File: src/rtl/tp_serial_add_ctrl.sv
// Bit-serial adder sequencer driving one dual-rail two-phase full adder, LSB first.
// Optional per-bit WAIT watchdog is compiled in with `define TP_ADD_TIMEOUT_EN.
module tp_serial_add_ctrl #(
    parameter int W           = 4,
    parameter int SYNC_STAGES = 2,
    parameter int TIMEOUT_CYC = 255
) (
    input  logic         clk,
    input  logic         rst,
    input  logic         op_valid,
    output logic         op_ready,
    input  logic [W-1:0] op_a,
    input  logic [W-1:0] op_b,
    input  logic         op_cin,
    output logic [1:0]   a_data,
    output logic [1:0]   b_data,
    output logic [1:0]   cin_data,
    input  logic         a_ack,
    input  logic         b_ack,
    input  logic         cin_ack,
    input  logic [1:0]   s_data,
    input  logic [1:0]   cout_data,
    output logic         s_ack,
    output logic         cout_ack,
    output logic         res_valid,
    input  logic         res_ready,
    output logic [W-1:0] res_sum,
    output logic         res_cout,
    output logic         err
);

    localparam int IW = (W > 1) ? $clog2(W) : 1;
    localparam int NI = 7;

    typedef enum logic [2:0] {
        S_IDLE,
        S_ISSUE,
        S_WAIT,
        S_SETTLE,
        S_DONE,
        S_ERR
    } state_t;

    state_t        state_q, state_d;
    logic [IW-1:0] idx_q, idx_d;
    logic [W-1:0]  opa_q, opa_d;
    logic [W-1:0]  opb_q, opb_d;
    logic [W-1:0]  sum_q, sum_d;
    logic          carry_q, carry_d;
    logic [1:0]    a_data_q, a_data_d;
    logic [1:0]    b_data_q, b_data_d;
    logic [1:0]    cin_data_q, cin_data_d;
    logic          s_ack_q, s_ack_d;
    logic          cout_ack_q, cout_ack_d;
    logic [4:0]    flags_q, flags_d;
    logic          s_rail_q, s_rail_d;
    logic          cout_rail_q, cout_rail_d;

    // Inbound bit map: [0] a_ack, [1] b_ack, [2] cin_ack, [4:3] s_data, [6:5] cout_data
    logic [NI-1:0] async_in;
    logic [NI-1:0] sync_q [SYNC_STAGES];
    logic [NI-1:0] sync_d [SYNC_STAGES];
    logic [NI-1:0] prev_q, prev_d;
    logic [NI-1:0] in_s;
    logic [NI-1:0] diff;

    assign async_in = {cout_data, s_data, cin_ack, b_ack, a_ack};

    generate
        for (genvar gi = 0; gi < SYNC_STAGES; gi++) begin : g_sync
            if (gi == 0) begin : g_first
                assign sync_d[gi] = async_in;
            end else begin : g_rest
                assign sync_d[gi] = sync_q[gi-1];
            end
        end
    endgenerate

    assign in_s   = sync_q[SYNC_STAGES-1];
    assign prev_d = in_s;
    assign diff   = in_s ^ prev_q;

    always_ff @(posedge clk) begin
        if (rst) begin
            for (int k = 0; k < SYNC_STAGES; k++) begin
                sync_q[k] <= '0;
            end
            prev_q <= '0;
        end else begin
            for (int k = 0; k < SYNC_STAGES; k++) begin
                sync_q[k] <= sync_d[k];
            end
            prev_q <= prev_d;
        end
    end

    logic       a_ev, b_ev, cin_ev, any_ev;
    logic [1:0] s_diff, cout_diff;
    logic       s_tok, s_bad, cout_tok, cout_bad;
    logic       dup_ev;

    assign a_ev      = diff[0];
    assign b_ev      = diff[1];
    assign cin_ev    = diff[2];
    assign s_diff    = diff[4:3];
    assign cout_diff = diff[6:5];
    assign s_tok     = ^s_diff;
    assign s_bad     = &s_diff;
    assign cout_tok  = ^cout_diff;
    assign cout_bad  = &cout_diff;
    assign any_ev    = |diff;
    // A second event on a link whose completion is already recorded is a protocol break.
    assign dup_ev    = |(flags_q & {cout_tok, s_tok, cin_ev, b_ev, a_ev});

    logic to_hit;

`ifdef TP_ADD_TIMEOUT_EN
    localparam int TW_RAW = $clog2(TIMEOUT_CYC + 1);
    localparam int TW     = (TW_RAW < 8) ? 8 : ((TW_RAW > 32) ? 32 : TW_RAW);

    logic [TW-1:0] to_cnt_q, to_cnt_d;

    always_comb begin
        to_cnt_d = to_cnt_q;
        if (state_q == S_ISSUE) begin
            to_cnt_d = '0;
        end else if (state_q == S_WAIT) begin
            to_cnt_d = to_cnt_q + TW'(1);
        end
    end

    assign to_hit = (state_q == S_WAIT) && (to_cnt_d == TW'(TIMEOUT_CYC));

    always_ff @(posedge clk) begin
        if (rst) begin
            to_cnt_q <= '0;
        end else begin
            to_cnt_q <= to_cnt_d;
        end
    end
`else
    assign to_hit = 1'b0;
`endif

    always_comb begin
        state_d     = state_q;
        idx_d       = idx_q;
        opa_d       = opa_q;
        opb_d       = opb_q;
        sum_d       = sum_q;
        carry_d     = carry_q;
        a_data_d    = a_data_q;
        b_data_d    = b_data_q;
        cin_data_d  = cin_data_q;
        s_ack_d     = s_ack_q;
        cout_ack_d  = cout_ack_q;
        flags_d     = flags_q;
        s_rail_d    = s_rail_q;
        cout_rail_d = cout_rail_q;

        case (state_q)
            S_IDLE: begin
                if (any_ev) begin
                    state_d = S_ERR;
                end else if (op_valid) begin
                    opa_d   = op_a;
                    opb_d   = op_b;
                    carry_d = op_cin;
                    sum_d   = '0;
                    idx_d   = '0;
                    state_d = S_ISSUE;
                end
            end
            S_ISSUE: begin
                if (any_ev) begin
                    state_d = S_ERR;
                end else begin
                    a_data_d[opa_q[idx_q]] = ~a_data_q[opa_q[idx_q]];
                    b_data_d[opb_q[idx_q]] = ~b_data_q[opb_q[idx_q]];
                    cin_data_d[carry_q]    = ~cin_data_q[carry_q];
                    flags_d                = '0;
                    state_d                = S_WAIT;
                end
            end
            S_WAIT: begin
                if (s_bad || cout_bad || dup_ev) begin
                    state_d = S_ERR;
                end else begin
                    flags_d = flags_q | {cout_tok, s_tok, cin_ev, b_ev, a_ev};
                    if (s_tok) begin
                        s_rail_d = s_diff[1];
                    end
                    if (cout_tok) begin
                        cout_rail_d = cout_diff[1];
                    end
                    if (&flags_d) begin
                        state_d = S_SETTLE;
                    end else if (to_hit) begin
                        state_d = S_ERR;
                    end
                end
            end
            S_SETTLE: begin
                if (any_ev) begin
                    state_d = S_ERR;
                end else begin
                    sum_d[idx_q] = s_rail_q;
                    carry_d      = cout_rail_q;
                    s_ack_d      = ~s_ack_q;
                    cout_ack_d   = ~cout_ack_q;
                    flags_d      = '0;
                    if (idx_q == IW'(W - 1)) begin
                        state_d = S_DONE;
                    end else begin
                        idx_d   = idx_q + IW'(1);
                        state_d = S_ISSUE;
                    end
                end
            end
            S_DONE: begin
                if (any_ev) begin
                    state_d = S_ERR;
                end else if (res_ready) begin
                    state_d = S_IDLE;
                end
            end
            S_ERR: begin
                state_d = S_ERR;
            end
            default: begin
                state_d = S_ERR;
            end
        endcase
    end

    always_ff @(posedge clk) begin
        if (rst) begin
            state_q     <= S_IDLE;
            idx_q       <= '0;
            opa_q       <= '0;
            opb_q       <= '0;
            sum_q       <= '0;
            carry_q     <= 1'b0;
            a_data_q    <= '0;
            b_data_q    <= '0;
            cin_data_q  <= '0;
            s_ack_q     <= 1'b0;
            cout_ack_q  <= 1'b0;
            flags_q     <= '0;
            s_rail_q    <= 1'b0;
            cout_rail_q <= 1'b0;
        end else begin
            state_q     <= state_d;
            idx_q       <= idx_d;
            opa_q       <= opa_d;
            opb_q       <= opb_d;
            sum_q       <= sum_d;
            carry_q     <= carry_d;
            a_data_q    <= a_data_d;
            b_data_q    <= b_data_d;
            cin_data_q  <= cin_data_d;
            s_ack_q     <= s_ack_d;
            cout_ack_q  <= cout_ack_d;
            flags_q     <= flags_d;
            s_rail_q    <= s_rail_d;
            cout_rail_q <= cout_rail_d;
        end
    end

    // op_ready is gated by rst so the host never sees it high during the reset cycle.
    assign op_ready  = (state_q == S_IDLE) && !rst;
    assign res_valid = (state_q == S_DONE);
    assign res_sum   = sum_q;
    assign res_cout  = carry_q;
    assign err       = (state_q == S_ERR);
    assign a_data    = a_data_q;
    assign b_data    = b_data_q;
    assign cin_data  = cin_data_q;
    assign s_ack     = s_ack_q;
    assign cout_ack  = cout_ack_q;

endmodule

File: config.mk
export PLATFORM = sky130hd
export DESIGN_NAME = tp_serial_add_ctrl
export DESIGN_NICKNAME = d
export VERILOG_FILES = /design/src/rtl/tp_serial_add_ctrl.sv
export SDC_FILE = /design/constraint.sdc
export NUM_CORES = 1
export LEC_CHECK = 0
export BUFFER_PORTS_ARGS = -buffer_cell sky130_fd_sc_hd__buf_2
export CORE_MARGIN = 5
export CORE_UTILIZATION = 30
export CTS_CLUSTER_DIAMETER = 30
export DETAILED_ROUTE_END_ITERATION = 8
export GPL_TIMING_DRIVEN = 1
export PLACE_DENSITY = 0.49
export SYNTH_ARGS = -nofsm -noshare
export SYNTH_HDL_FRONTEND = slang
export SYNTH_SLANG_ARGS = --single-unit
File: constraint.sdc
create_clock -name clk -period 2.1 [get_ports clk]
set_input_delay 0.21 -clock clk [delete_from_list [all_inputs] [get_ports clk]]
set_output_delay 0.21 -clock clk [all_outputs]
set_load 0.02 [all_outputs]
==> flow_metrics.env, run 1 <==
export IMPL_wl_per_cell_um=12.5
export IMPL_hpwl_mm=3.48
export IMPL_critPathArrivalTime_ns=2.11
export IMPL_insertion_delay_ns=0.30
export IMPL_drt_total_wl_mm=4.76
export IMPL_syn_area_per_cell_um2=9.26
export IMPL_antenna_cells=0
export IMPL_synth_top_area_cell="dfxtp_1"
export IMPL_synthArstFlopShare_pct=0
export IMPL_synth_top_area_share_pct=48.0
export IMPL_yosysMostFrequentCell="dfxtp_1"
export IMPL_fmax_mhz=531
export IMPL_route_detailed_drc=0
export IMPL_numCtsBuffers=5
export IMPL_ys_warnings_count=0
export IMPL_synth_edf_count=0
export IMPL_synthesis_area_um2=2250
export IMPL_port_buffers=35
export IMPL_vias_per_cell=4.62
export IMPL_hold_violations=0
export IMPL_start_kind="flop"
export IMPL_drt_iter0_drc=76
export IMPL_synth_lib_cells_used_distinct=39
export IMPL_drv_slew=0
export IMPL_synthCells=243
export IMPL_ys_flop_type="dfxtp_1"
export IMPL_cp_required_ns=2.32
export IMPL_hold_path_class="in -> reg"
export IMPL_clk_path_buf_depth=2
export IMPL_firstDrtPassIters=4
export IMPL_cp_end_kind="flop"
export IMPL_p_per_area_nw_per_um2=765
export IMPL_outcome="finished clean"
export IMPL_setup_viol_count_final=0
export IMPL_cts_root_buf="clkbuf_8"
export IMPL_crit_type="reg -> reg"
export IMPL_cts_setup_buffers=0
export IMPL_fp_row_count=31
export IMPL_irDropWorstVdd_uv=402
export IMPL_synth_top_cells_by_count="dfxtp_1 (54), a21oi_1 (29), nor2b_1 (22)"
export IMPL_tightest_slew_ns=0.524
export IMPL_grt_pass1_vias=1624
export IMPL_h_tree_depth=2
export IMPL_groute_usage_overall_pct=10.1
export IMPL_cts_tree="yes"
export IMPL_initial_core_util_pct=30.9
export IMPL_min_period_ns=1.88
export IMPL_synth_fp_nets=269
export IMPL_die_w_um=96.6
export IMPL_drive_gt1_share_pct=23.5
export IMPL_clock_skew_ns=0.0111
export IMPL_clkTransAtPathRegs_ns=0.10
export IMPL_final_nets=306
export IMPL_critPathMaxFanout=12
export IMPL_overflow=0
export IMPL_place_area_um2=2550
export IMPL_area_growth_pct=20.3
export IMPL_p_leak_nw=1.06
export IMPL_fp_dieH_um=96.6
export IMPL_core_area_um2=7290
export IMPL_period_share_pct=89.7
export IMPL_gp_congestion=0.809
export IMPL_setup_ws_ns=0.216
export IMPL_synth_seq_area_share_pct=48.0
export IMPL_rsz0062_at_grt="false"
export IMPL_pre_cts_ws_ns=0.107
export IMPL_slew_limit_headroom_pct=64.9
export IMPL_ios=36
export IMPL_fin_area_um2=2710
export IMPL_clkSinkCount=54
export IMPL_grt_pass1_wl_mm=7.99
export IMPL_vias=1755
export IMPL_grt_max_degree=23
export IMPL_die_area_um2=9340
export IMPL_ant_nets=0
export IMPL_synth_seq_cells=54
export IMPL_cap_violations=0
export IMPL_synthTopCellsByArea="dfxtp_1 (48%), a21oi_1 (6.4%), nor2b_1 (6.1%)"
export IMPL_worst_hold_slack_ns=0.105
export IMPL_antenna_found_initial=0
export IMPL_fin_tns_setup_ns=0
==> flip-flops by register name, summed over array words and instances (netlist names), 2 cells and up <==
register,count
res_sum,4
state_q,3
idx_q,2
a_data,2
prev_q,7
flags_q,5
opa_q,4
b_data,2
cin_data,2
opb_q,4
sync_q,14
==> repair_timing <==
| action | CTS | global route |
|---|---|---|
| hold buffers | 0 | 0 |
| endpoints found under the setup margin | 0 | 6 |
| resized for setup | 0 | 6 |
==> path summary, 6_finish.rpt <==
path	startpoint	endpoint	slack (ns)	cells after the start
setup / recovery	sync_q[0][11]$_SDFF_PP0_	state_q[1]$_SDFFE_PP0P_	0.22	8
hold / removal	a_ack	sync_q[0][0]$_SDFF_PP0_	0.11	2
setup reg to reg	sync_q[0][11]$_SDFF_PP0_	state_q[1]$_SDFFE_PP0P_	0.22	8
hold reg to reg	sync_q[0][3]$_SDFF_PP0_	sync_q[0][10]$_SDFF_PP0_	0.44	1
==> cells by family (layout without fill, tap and decap cells) <==
kind of cell | count (synthesis) | in the layout | share of synthesized area [%]
muxes | 3 | 3 | 2.45
buffers and inverters | 20 | 58 | 4.06
DFF | 54 | 54 | 48.0
and+or+nand+nor | 97 | 97 | 23.8
xor gates and xnor gates | 15 | 15 | 5.84
adders and majority gates | 6 | 6 | 3.34
AOI/OAI and AO/OA | 48 | 48 | 12.5
==> area by class of cell <==
type / count / area (um^2)
clock buffer: 5 / 68.8
clock inverter: 3 / 47.5
fill: 792 / 4580
inverter: 6 / 22.5
multi-input combinational: 169 / 1120
sequential: 54 / 1080
tap: 99 / 124
timing repair buffer: 44 / 243
==> power breakdown <==
group | total (W) | switching [W] | internal, W
Combinational | 0.000278 | 0.000166 | 0.000112
Sequential | 0.00108 | 0.0000252 | 0.00106
Clock | 0.000710 | 0.000348 | 0.000362
==> per-layer routing <==
metal	track usage (%)	wire, um
met3	2.37	250
met4	3.24	27
met2	14.5	1980
met1	14.9	2500
met5	0	0
==> cells in the final DEF (no fill, tap or decap), types with 2 or more instances in the layout <==
cell and instances:
xor2_2 4, a311oi_1 2, o22ai_1 2, clkbuf_8 5, a31o_2 2, nor2_1 18, nor2b_1 22, xor2_1 8
nor3_1 7, nand4_1 6, mux4_2 2, a211oi_1 3, dfxtp_1 54, buf_4 9, ha_1 5, and2_1 2
buf_2 35, nand2_1 16, inv_1 6, or3_1 2, xnor2_1 3, o21ai_0 7, a21oi_1 29, nand3_1 13
==> through the flow <==
stage	cells	power, W	util (%)
5_1_grt	380	0.00218	37.1
3_3_place_gp	372	0.00138	35.0
6_report	380	0.00207	37.1
3_5_place_dp	372	0.00138	35.0
2_1_floorplan	243	0.00130	-
4_1_cts	380	0.00210	36.5
==> worst max-delay path, cell delays in order, from the launching register on <==
cell and delay, ns:
dfxtp_1 0.38, xor2_2 0.25, ha_1 0.33, nand2_1 0.09, nand4_1 0.10, a211oi_2 0.15
buf_4 0.21, a21oi_1 0.06, a311oi_1 0.23
Power figures use the tool's default switching activity.
==> run 2, diff against run 1 <==
CTS_CLUSTER_DIAMETER = 150   (was 30)
RECOVER_POWER = 50   (was not set)
==> run 2 against run 1 <==
Power down 0.13%; die area stayed put; critical path depth stayed put; clock skew hardly changed; clock power hardly changed; maximum frequency decreased by 0.50%.
==> flow_metrics.env, run 2 (synthesis results as in run 1) <==
export IMPL_antenna_cells=0
export IMPL_p_per_area_nw_per_um2=770
export IMPL_cp_required_ns=2.31
export IMPL_vias_per_cell=4.61
export IMPL_clkTransAtPathRegs_ns=0.10
export IMPL_drt_iter0_drc=76
export IMPL_largest_reg_flops=14
export IMPL_critPathArrivalTime_ns=2.11
export IMPL_die_area_um2=9340
export IMPL_clock_skew_ns=0.0111
export IMPL_hold_path_class="in -> reg"
export IMPL_irDropWorstVdd_uv=402
export IMPL_start_kind="flop"
export IMPL_grt_max_degree=23
export IMPL_p_sw_w=0.000539
export IMPL_slew_limit_headroom_pct=34.3
export IMPL_cts_root_buf="clkbuf_8"
export IMPL_clkSinkCount=54
export IMPL_hpwl_mm=3.48
export IMPL_mostFrequentLayoutCells="dfxtp_1 (54), a21oi_1 (29), nor2b_1 (22), buf_2 (20), nor2_1 (18)"
export IMPL_largestRegisters="sync_q: 14 flops, prev_q: 7 flops, flags_q: 5 flops"
export IMPL_grt_pass1_vias=1624
export IMPL_route_detailed_drc=0
export IMPL_clk_path_buf_depth=2
export IMPL_switching_share_pct=26.1
export IMPL_core_area_um2=7290
export IMPL_groute_usage_overall_pct=10.1
export IMPL_power_frac_comb_pct=13.3
export IMPL_hold_violations=0
export IMPL_ios=36
export IMPL_firstDrtPassIters=4
export IMPL_fp_row_count=31
export IMPL_fmax_mhz=528
export IMPL_antenna_found_initial=0
export IMPL_rsz0062_at_grt="false"
export IMPL_p_clk_share_pct=34.3
export IMPL_insertion_delay_ns=0.30
export IMPL_overflow=0
export IMPL_seq_power_share_pct=52.4
export IMPL_place_area_um2=2550
export IMPL_fp_dieH_um=96.6
export IMPL_period_share_pct=90.2
export IMPL_cts_tree="yes"
export IMPL_die_w_um=96.6
export IMPL_cap_violations=0
export IMPL_setup_ws_ns=0.207
export IMPL_p_leak_nw=0.990
export IMPL_fin_tns_setup_ns=0
export IMPL_regMostFlops="sync_q"
export IMPL_setup_viol_count_final=0
export IMPL_drv_slew=0
export IMPL_tightest_slew_ns=0.986
export IMPL_numCtsBuffers=5
export IMPL_critPathMaxFanout=12
export IMPL_crit_type="reg -> reg"
export IMPL_final_common_cell="dfxtp_1"
export IMPL_outcome="finished clean"
export IMPL_gp_congestion=0.809
export IMPL_h_tree_depth=2
export IMPL_vias=1751
export IMPL_p_int_w=0.00153
export IMPL_cp_end_kind="flop"
export IMPL_wl_per_cell_um=12.5
export IMPL_final_nets=306
export IMPL_min_period_ns=1.89
export IMPL_port_buffers=35
export IMPL_fin_area_um2=2690
export IMPL_pre_cts_ws_ns=0.107
export IMPL_grt_pass1_wl_mm=7.99
export IMPL_area_growth_pct=19.3
export IMPL_initial_core_util_pct=30.9
export IMPL_drive_gt1_share_pct=17.8
export IMPL_ant_nets=0
export IMPL_drt_total_wl_mm=4.76
[run 2: cell types whose count changed in the layout (fill, tap and decap cells not counted)]
cell,previous run,this run
buf_4,9,8
buf_2,35,20
clkbuf_1,0,16
[run 2: repair_timing]
action / CTS / global route
setup endpoints to repair: 0 / 6
hold endpoints to repair: 0 / 0
buffers inserted: 0 / 0
gates resized for setup: 0 / 6
hold buffers: 0 / 0
[run 2: through the flow]
stage	std cells	utilization, %	total power (W)	hold slack, ns
2_1_floorplan	243	-	0.00130	0.338
3_3_place_gp	372	35.0	0.00138	0.419
3_5_place_dp	372	35.0	0.00138	0.424
4_1_cts	380	36.5	0.00210	0.0926
5_1_grt	380	36.8	0.00217	0.0992
6_report	380	36.8	0.00207	0.105
[run 2: critical path, cell delays in order, from the launching register on]
cell      delay, ns
dfxtp_1        0.38
xor2_2         0.25
ha_1           0.33
nand2_1        0.09
nand4_1        0.10
a211oi_2       0.15
buf_4          0.21
a21oi_1        0.06
a311oi_1       0.23
[run 2: layer usage]
metal	share of wire, %	GRT usage (%)
met1	52	14.9
met2	42	14.5
met3	5.3	2.37
met4	0.57	3.24
met5	0	0
[run 2: worst paths after layout]
| kind | startpoint | end | slack, ns | depth (start not counted) |
|---|---|---|---|---|
| max | sync_q[0][11]$_SDFF_PP0_ | state_q[1]$_SDFFE_PP0P_ | 0.21 | 8 |
| min | a_ack | sync_q[0][0]$_SDFF_PP0_ | 0.11 | 2 |
| max reg2reg | sync_q[0][11]$_SDFF_PP0_ | state_q[1]$_SDFFE_PP0P_ | 0.21 | 8 |
| min reg2reg | sync_q[0][3]$_SDFF_PP0_ | sync_q[0][10]$_SDFF_PP0_ | 0.44 | 1 |
[run 2: layout make-up]
| class | instances | area [um^2] |
|---|---|---|
| Clock buffer | 5 | 68.8 |
| Clock inverter | 3 | 47.5 |
| Fill cell | 792 | 4610 |
| Inverter | 6 | 22.5 |
| Multi-Input combinational cell | 169 | 1120 |
| Sequential cell | 54 | 1080 |
| Tap cell | 99 | 124 |
| Timing Repair Buffer | 44 | 220 |
[run 2: power by group through the flow]
| stage | clock network (W) | logic, W | registers [W] |
|---|---|---|---|
| finish | 0.000710 | 0.000275 | 0.00108 |
| floorplan | 0 | 0.000193 | 0.00110 |
| global route | 0.000776 | 0.000308 | 0.00109 |
| global placement | 0 | 0.000277 | 0.00110 |
| CTS | 0.000743 | 0.000276 | 0.00108 |
| detailed placement | 0 | 0.000276 | 0.00111 |
==> run 3, diff against run 2 <==
CORE_MARGIN = not set   (was 5)
==> run 3 against run 2 <==
Register-to-register slack hardly changed; maximum frequency fell by 0.47%; power is 3.2% lower; critical endpoint is now s_rail_q$_SDFFE_PP0P_.
==> flow_metrics.env, run 3 (synthesis results as in run 1) <==
export IMPL_outcome="finished clean"
export IMPL_fin_cells=385
export IMPL_tightest_slew_ns=0.876
export IMPL_critPathMaxFanout=9
export IMPL_switching_share_pct=28.8
export IMPL_crit_type="reg -> reg"
export IMPL_hold_path_class="in -> reg"
export IMPL_slowest_delay_ns=0.38
export IMPL_fmax_mhz=526
export IMPL_final_nets=311
export IMPL_hold_depth=2
export IMPL_drt_iter0_drc=82
export IMPL_p_per_area_nw_per_um2=743
export IMPL_cts_root_buf="clkbuf_8"
export IMPL_fp_dieH_um=88.6
export IMPL_seq_power_share_pct=53.9
export IMPL_p_clk_share_pct=31.5
export IMPL_ant_nets=0
export IMPL_dpl_cell_count=376
export IMPL_clkTransAtPathRegs_ns=0.11
export IMPL_min_to="sync_q[0][6]$_SDFF_PP0_"
export IMPL_power_frac_comb_pct=14.6
export IMPL_reg2reg_depth=8
export IMPL_area_growth_pct=19.6
export IMPL_numCtsBuffers=5
export IMPL_p_leak_nw=1.01
export IMPL_p_int_w=0.00142
export IMPL_cp_required_ns=2.34
export IMPL_cp_end_kind="flop"
export IMPL_start_kind="flop"
export IMPL_grt_pass1_wl_mm=8.20
export IMPL_clk_path_buf_depth=2
export IMPL_regMostFlops="sync_q"
export IMPL_mostFrequentLayoutCells="dfxtp_1 (54), a21oi_1 (29), nor2b_1 (22), buf_2 (21), nor2_1 (18)"
export IMPL_vias=1800
export IMPL_crit_reg2reg_launch="sync_q[0][13]$_SDFF_PP0_"
export IMPL_hold_violations=0
export IMPL_drv_slew=0
export IMPL_gp_congestion=0.793
export IMPL_port_buffers=35
export IMPL_firstDrtPassIters=4
export IMPL_hpwl_mm=3.44
export IMPL_grt_pass1_vias=1660
export IMPL_drt_total_wl_mm=4.77
export IMPL_fp_row_count=31
export IMPL_r2r_setup_slack_ns=0.20
export IMPL_r2r_end="s_rail_q$_SDFFE_PP0P_"
export IMPL_p_sw_w=0.000576
export IMPL_overflow=0
export IMPL_critPathArrivalTime_ns=2.14
export IMPL_slew_limit_headroom_pct=41.6
export IMPL_finalPower_w=0.00200
export IMPL_irDropWorstVdd_uv=327
export IMPL_final_common_cell="dfxtp_1"
export IMPL_cap_violations=0
export IMPL_holdCritStartpoint="cout_data[1]"
export IMPL_largest_reg_flops=14
export IMPL_drive_gt1_share_pct=19.2
export IMPL_largestRegisters="sync_q: 14 flops, prev_q: 7 flops, flags_q: 5 flops"
export IMPL_clkSinkCount=54
export IMPL_min_period_ns=1.90
export IMPL_vias_per_cell=4.68
export IMPL_die_area_um2=7850
export IMPL_wl_per_cell_um=12.4
export IMPL_worst_hold_slack_ns=0.0897
export IMPL_fillers=752
export IMPL_grt_max_degree=22
export IMPL_rsz0062_at_grt="false"
export IMPL_h_tree_depth=2
export IMPL_cts_hold_buf=0
export IMPL_clock_skew_ns=0.0112
export IMPL_die_w_um=88.6
export IMPL_initial_core_util_pct=31.0
export IMPL_setup_viol_count_final=0
export IMPL_period_share_pct=90.6
export IMPL_cts_tree="yes"
export IMPL_ios=36
export IMPL_route_detailed_drc=0
export IMPL_insertion_delay_ns=0.32
export IMPL_groute_usage_overall_pct=13.8
export IMPL_slowest_stage="dfxtp_1"
export IMPL_fin_tns_setup_ns=0
export IMPL_antenna_found_initial=0
export IMPL_core_area_um2=7250
export IMPL_antenna_cells=0
export IMPL_critical_path_cell_chain="xor2_2 -> ha_1 -> nand2_1 -> nand4_1 -> a211oi_2 -> buf_4 -> a21oi_1 -> a211oi_1"
==> run 3: changes by cell type in the layout (fill, tap and decap cells not counted) <==
cell	change
bufinv_16	-1
buf_2	+1
ha_4	-1
ha_1	+1
buf_4	+5
inv_6	-1
clkbuf_1	-1
inv_8	+1
clkinv_4	+1
==> run 3: worst max-delay path by stage <==
stage / from / endpoint / slack [ns] / cells past startpoint
global route: sync_q[0][10]$_SDFF_PP0_ / state_q[1]$_SDFFE_PP0P_ / 0.002 / 8
floorplan: sync_q[0][11]$_SDFF_PP0_ / state_q[1]$_SDFFE_PP0P_ / 0.23 / 8
finish: sync_q[0][13]$_SDFF_PP0_ / s_rail_q$_SDFFE_PP0P_ / 0.20 / 8
global placement: sync_q[0][11]$_SDFF_PP0_ / state_q[1]$_SDFFE_PP0P_ / 0.19 / 8
CTS: sync_q[0][11]$_SDFF_PP0_ / s_rail_q$_SDFFE_PP0P_ / 0.07 / 8
detailed placement: sync_q[0][11]$_SDFF_PP0_ / s_rail_q$_SDFFE_PP0P_ / 0.14 / 8
==> run 3: power by group through the flow <==
stage | combinational, W | clock, W | sequential, W
after detailed placement | 0.000292 | 0 | 0.00110
after CTS | 0.000293 | 0.000656 | 0.00108
after floorplan | 0.000193 | 0 | 0.00110
after global placement | 0.000293 | 0 | 0.00110
after global routing | 0.000326 | 0.000699 | 0.00108
final | 0.000292 | 0.000630 | 0.00108
==> run 3: per-stage QoR <==
step	worst slack (ns)	utilization, %	instance area [um^2]
after global placement	0.193	35.6	2580
after floorplan	0.233	-	2250
after CTS	0.0746	36.9	2680
after global routing	0.00172	37.1	2690
after detailed placement	0.136	35.6	2580
final	0.198	37.1	2690
==> run 3: worst max-delay path: cells and delay by family, from the launching register on <==
kind | cells | cell delay, ns
adders and majority gates | 1 | 0.33
and+or+nand+nor | 2 | 0.18
buffers and inverters | 1 | 0.20
AOI/OAI and AO/OA | 3 | 0.49
xor gates and xnor gates | 1 | 0.24
DFF | 1 | 0.38
==> run 3: metal layers <==
layer  global-route usage [%]  up-vias  share of wire [%]
li1                         -      919                  -
met1                     19.9      835                 53
met2                     20.1       40                 41
met3                     3.26        6                4.8
met4                     4.84        0                1.5
met5                        0        -                  0
==> run 3: area by class of cell <==
type | count | area [um^2] | area share [%]
clock buffers | 5 | 68.8 | 2.56
clock inverters | 3 | 28.8 | 1.07
flip-flops and latches | 54 | 1080 | 40.1
well taps | 99 | 124 | 4.60
repair buffers | 49 | 259 | 9.62
inverters | 6 | 22.5 | 0.836
multi-input cells | 169 | 1110 | 41.2
==> run 3: what timing repair did <==
action / CTS / global route
endpoints found under the setup margin: 0 / 4
setup buffers: 0 / 1
resized for setup: 0 / 4
hold endpoints to repair: 0 / 0
